[src/rtl/weight_bias_read_scheduler.sv]
// ============================================================================
// Module  : weight_bias_read_scheduler
// Brief   : Arbitrates the shared weight/bias SRAM read port between the layer1
//           and layer2 engines and tags returning read data with its issuer.
//           Optional macro SCHED_TIMEOUT_EN adds a MAX_HOLD ownership limit.
// Revision: 1.0 - initial release
// ============================================================================
`default_nettype none

module weight_bias_read_scheduler #(
  parameter int READ_LATENCY = 1,
  parameter int MAX_HOLD     = 256
) (
  input  logic       clk,
  input  logic       rst,
  input  logic       layer1_req,
  input  logic       layer2_req,
  input  logic       layer1_release,
  input  logic       layer2_release,
  input  logic       read_weight_signal_data,
  input  logic       read_bias_signal_data,
  output logic [4:0] weight_sel,
  output logic [4:0] bias_sel,
  output logic       layer1_grant,
  output logic       layer2_grant,
  output logic       layer1_weight_valid,
  output logic       layer2_weight_valid,
  output logic       layer1_bias_valid,
  output logic       layer2_bias_valid,
  output logic       busy,
  output logic       timeout_flag
);

  localparam logic [1:0] ST_IDLE   = 2'd0;
  localparam logic [1:0] ST_OWN_L1 = 2'd1;
  localparam logic [1:0] ST_OWN_L2 = 2'd2;
  localparam logic [1:0] ST_GAP    = 2'd3;

  // last_owner: 0 = layer1, 1 = layer2
  logic [1:0] state_q, state_d;
  logic       last_owner_q, last_owner_d;
  logic [4:0] sel_q, sel_d;
  logic       grant1_q, grant1_d;
  logic       grant2_q, grant2_d;
  logic       hold_expired;
  logic       timeout_now;
  logic       owned;

  assign owned = (state_q == ST_OWN_L1) || (state_q == ST_OWN_L2);

`ifdef SCHED_TIMEOUT_EN
  localparam int HOLD_W = (MAX_HOLD > 2) ? $clog2(MAX_HOLD) : 1;

  logic [HOLD_W-1:0] hold_cnt_q, hold_cnt_d;

  // Counts owned cycles; zero on the first owned cycle since IDLE precedes every grant.
  always_comb begin
    hold_cnt_d = '0;
    if (owned) hold_cnt_d = hold_cnt_q + 1'b1;
  end

  always_ff @(posedge clk or posedge rst) begin
    if (rst) hold_cnt_q <= '0;
    else     hold_cnt_q <= hold_cnt_d;
  end

  assign hold_expired = owned && (hold_cnt_q == HOLD_W'(MAX_HOLD - 1));
`else
  assign hold_expired = 1'b0;
`endif

  always_comb begin
    state_d      = state_q;
    last_owner_d = last_owner_q;
    timeout_now  = 1'b0;
    case (state_q)
      ST_IDLE: begin
        if (layer1_req && layer2_req) state_d = last_owner_q ? ST_OWN_L1 : ST_OWN_L2;
        else if (layer1_req)          state_d = ST_OWN_L1;
        else if (layer2_req)          state_d = ST_OWN_L2;
      end
      ST_OWN_L1: begin
        if (layer1_release || hold_expired) begin
          state_d      = ST_GAP;
          last_owner_d = 1'b0;
          timeout_now  = !layer1_release;
        end
      end
      ST_OWN_L2: begin
        if (layer2_release || hold_expired) begin
          state_d      = ST_GAP;
          last_owner_d = 1'b1;
          timeout_now  = !layer2_release;
        end
      end
      default: state_d = ST_IDLE;
    endcase
  end

  // Select and grants are registered from next-state so they align with state_q.
  always_comb begin
    sel_d    = 5'd0;
    grant1_d = 1'b0;
    grant2_d = 1'b0;
    if (state_d == ST_OWN_L1) begin
      sel_d    = 5'd1;
      grant1_d = 1'b1;
    end else if (state_d == ST_OWN_L2) begin
      sel_d    = 5'd2;
      grant2_d = 1'b1;
    end
  end

  always_ff @(posedge clk or posedge rst) begin
    if (rst) begin
      state_q      <= ST_IDLE;
      last_owner_q <= 1'b1;
      sel_q        <= 5'd0;
      grant1_q     <= 1'b0;
      grant2_q     <= 1'b0;
    end else begin
      state_q      <= state_d;
      last_owner_q <= last_owner_d;
      sel_q        <= sel_d;
      grant1_q     <= grant1_d;
      grant2_q     <= grant2_d;
    end
  end

  // Tag pipes: {vld, id} per stage, id 0 = layer1, 1 = layer2.
  logic [READ_LATENCY-1:0] wv_q, wv_d, wid_q, wid_d;
  logic [READ_LATENCY-1:0] bv_q, bv_d, bid_q, bid_d;

  assign wv_d[0]  = read_weight_signal_data && owned;
  assign wid_d[0] = (state_q == ST_OWN_L2);
  assign bv_d[0]  = read_bias_signal_data && owned;
  assign bid_d[0] = (state_q == ST_OWN_L2);

  for (genvar g = 1; g < READ_LATENCY; g++) begin : g_shift
    assign wv_d[g]  = wv_q[g-1];
    assign wid_d[g] = wid_q[g-1];
    assign bv_d[g]  = bv_q[g-1];
    assign bid_d[g] = bid_q[g-1];
  end

  always_ff @(posedge clk or posedge rst) begin
    if (rst) begin
      wv_q  <= '0;
      wid_q <= '0;
      bv_q  <= '0;
      bid_q <= '0;
    end else begin
      wv_q  <= wv_d;
      wid_q <= wid_d;
      bv_q  <= bv_d;
      bid_q <= bid_d;
    end
  end

  assign weight_sel          = sel_q;
  assign bias_sel            = sel_q;
  assign layer1_grant        = grant1_q;
  assign layer2_grant        = grant2_q;
  assign layer1_weight_valid = wv_q[READ_LATENCY-1] && !wid_q[READ_LATENCY-1];
  assign layer2_weight_valid = wv_q[READ_LATENCY-1] &&  wid_q[READ_LATENCY-1];
  assign layer1_bias_valid   = bv_q[READ_LATENCY-1] && !bid_q[READ_LATENCY-1];
  assign layer2_bias_valid   = bv_q[READ_LATENCY-1] &&  bid_q[READ_LATENCY-1];
  assign busy                = (state_q != ST_IDLE);
  assign timeout_flag        = timeout_now;

endmodule

`default_nettype wire
[config.mk]
export PLATFORM = sky130hd
export DESIGN_NAME = weight_bias_read_scheduler
export DESIGN_NICKNAME = d
export VERILOG_FILES = /design/src/rtl/weight_bias_read_scheduler.sv
export SDC_FILE = /design/constraint.sdc
export NUM_CORES = 1
export LEC_CHECK = 0
export ABC_AREA = 1
export CORE_MARGIN = 8
export CORE_UTILIZATION = 34
export DETAILED_ROUTE_END_ITERATION = 8
export GPL_TIMING_DRIVEN = 1
export HOLD_SLACK_MARGIN = 0.02
export PLACE_DENSITY = 0.72
export SYNTH_ARGS = -nofsm -noshare
export SYNTH_HDL_FRONTEND = slang
export SYNTH_SLANG_ARGS = --single-unit
[constraint.sdc]
create_clock -name clk -period 1.5 [get_ports clk]
set_clock_uncertainty 0.15 [all_clocks]
set_input_delay 0.3 -clock clk [delete_from_list [all_inputs] [get_ports clk]]
set_output_delay 0.3 -clock clk [all_outputs]
set_load 0.03 [all_outputs]
==> impl_metrics.yaml <==
global_routing:
  use_met1_pct: 7.47
  busiest_layer: "met2"
  antenna_found_initial: 0
  grt_pass1_wl_um: 1550
  grt_max_degree: 9
  grtUsageTotal_pct: 7.27
  gr-usage-met2_pct: 11.6
  grt_overflow: 0
  grt_pass1_vias: 401
  use_met3_pct: 2.67
min_path:
  hp-class: "in -> async"
clock_network:
  cts.path.max_buffers: 2
  cts_tree: "yes"
  clock_latency_ns: 0.26
  cts.reportedPaths.clkPinSlew_ns: 0.06
  hold_buffers: 0
  htreeDepth: 1
  cts.sinks: 8
  cts_buffers: 3
  cts_root_buf: "clkbuf_4"
setup_path:
  critPathSlowestCell: "dfrtp_1"
  critical_path_arrival_ns: 1.06
  r2r_start: "state_q[1]$_DFF_PP0_"
  cp_max_fo: 2
  r2r_slack_ns: 0
  crit_type: "reg -> out"
  crit_path_end_kind: "primary output"
  cp_slowest_stage_delay_ns: 0.40
  cp-start-kind: "flop"
  ff2ff_path_depth: 8
  worstReg2RegEnd: "state_q[1]$_DFF_PP0_"
  crit_buf_inv: 3
  crit_family: "flip-flops"
  crit_required_ns: 1.05
  cp_cell_sequence: "inv_2, ha_4, inv_2, buf_6"
  cpMostUsedCell: "inv_2"
logic_synthesis:
  synth.ff_latch_count: 8
  mappedNetlistArea_um2: 522
  yosysWarnings: 0
  avgSynthCellArea_um2: 7.79
  synth_cells: 67
  seq_area_frac_synth_pct: 38.6
  synth.distinct_cells: 14
floorplan:
  die-area_mm2: 0.00304
  io_pins: 26
  rows: 14
  start_util_pct: 35.5
  dieWidth_um: 55.2
  core_area_mm2: 0.00147
  die_h_um: 55.2
timing:
  rsz0062_at_grt: "yes"
  finalCriticalPeriod_ns: 1.51
  tns_ns: -0.0112
  final.period_utilization_pct: 101
  fin_ws_ns: -0.0112
  fmaxAchievable_mhz: 662
  finalSetupViolations: 1
  slew_violations: 0
  hold_violations: 0
layout:
  final_util_pct: 51.3
  num_antenna_cells: 0
  nFillCells: 141
  layout_commonest_cell: "buf_4"
  drive_above_1_share_pct: 43.3
  syn2layout_area_growth_pct: 44.6
  final_cell_mix: "16 x buf_4, 12 x inv_1, 8 x nand2_2"
  final_nets: 103
place:
  port_buffers: 18
  place.gp.congestion: 0.781
  dp_hpwl_um: 828
detailed_routing:
  wl_per_cell_um: 11.0
  drt_first_iter_violations: 7
  drt-pass1-iter-count: 4
  finalWirelength_um: 1160
  drc: 0
  postRouteAntennaNets: 0
  vias: 446
  vias_per_cell: 4.21
run_status:
  status: "complete, but fails checks"
  violations: "setup timing"
run:
  maxCapViolations: 0
power_and_ir_drop:
  p_leak_uw: 0.000427
  p_per_area_mw_per_mm2: 2300
  vdd_ir_drop_max_mv: 0.930
  total_power_uw: 1730
registers in the layout, indices dropped and copies added, names as in the netlist:
| name | cells |
|---|---|
| bias_sel | 2 |
| bid_q | 1 |
| wv_q | 1 |
| bv_q | 1 |
| last_owner_q | 1 |
| state_q | 2 |
how the worst max path moves through the flow:
| stage | cells past startpoint | from | endpoint | slack (ns) |
|---|---|---|---|---|
| 6_report | 4 | state_q[0]$_DFF_PP0_ | busy | -0.01 |
| 5_1_grt | 8 | state_q[1]$_DFF_PP0_ | state_q[1]$_DFF_PP0_ | -0.06 |
| 4_1_cts | 4 | state_q[1]$_DFF_PP0_ | busy | 0.01 |
| 3_5_place_dp | 7 | layer1_req | bias_sel[0]$_DFF_PP0_ | 0.02 |
| 3_3_place_gp | 7 | layer1_req | bias_sel[0]$_DFF_PP0_ | 0.03 |
| 2_1_floorplan | 8 | state_q[0]$_DFF_PP0_ | bias_sel[0]$_DFF_PP0_ | 0.13 |
routing by layer:
| layer | share of wire (%) | wire [um] | up-vias |
|---|---|---|---|
| met4 | 3.6 | 42 | 0 |
| met1 | 37 | 429 | 193 |
| li1 | - | - | 227 |
| met2 | 48 | 559 | 21 |
| met5 | 0 | 0 | - |
| met3 | 11 | 130 | 5 |
report_power, final:
part	internal (uW)	total [uW]	switching, uW	leakage [uW]
Sequential	326	389	63.5	0.0000998
Clock	102	178	75.8	0.0000150
Combinational	484	1170	684	0.000312
layout make-up:
class	count	area [um2]	area share (%)
multi-input combinational	38	245	32.5
tap	16	20.0	2.65
timing repair buffer	24	201	26.7
clock buffer	4	26.3	3.48
sequential	8	201	26.7
inverter	16	60.1	7.96
cell families after synthesis:
family          count (synthesis)  synth area share, %
compound gates                  6                 5.75
other cells                     1                0.719
buf+inv                        27                 27.3
fa+ha+maj                       4                 9.59
flops                           8                 38.6
simple gates                   21                 18.0
repair_timing:
item                                    in CTS  in global routing
setup buffers                                4                  1
endpoints found under the setup margin       1                  5
pin swaps                                    3                  4
resized for setup                           13                  4
per-stage QoR:
step	setup slack [ns]	area, um2	instances	hold WS [ns]
2_1_floorplan	0.134	544	73	-0.0351
3_3_place_gp	0.0297	642	97	0.353
3_5_place_dp	0.0212	642	97	0.361
4_1_cts	0.0127	732	105	0.156
5_1_grt	-0.0625	754	106	0.184
6_report	-0.0112	754	106	0.142
cell usage after synthesis:
cell type / count / area [um2]
inv_1: 16 / 60.1
buf_4: 11 / 82.6
nand2_1: 10 / 37.5
dfrtp_1: 7 / 175
ha_1: 4 / 50.1
nand2_2: 4 / 25.0
nor2_1: 4 / 15.0
o21ai_0: 3 / 15.0
a21oi_1: 2 / 10.0
nand3_1: 2 / 10.0
conb_1: 1 / 3.75
dfstp_2: 1 / 26.3
nor2_2: 1 / 6.26
o21ai_1: 1 / 5.00
No activity file was read; power rests on OpenSTA's default activity.
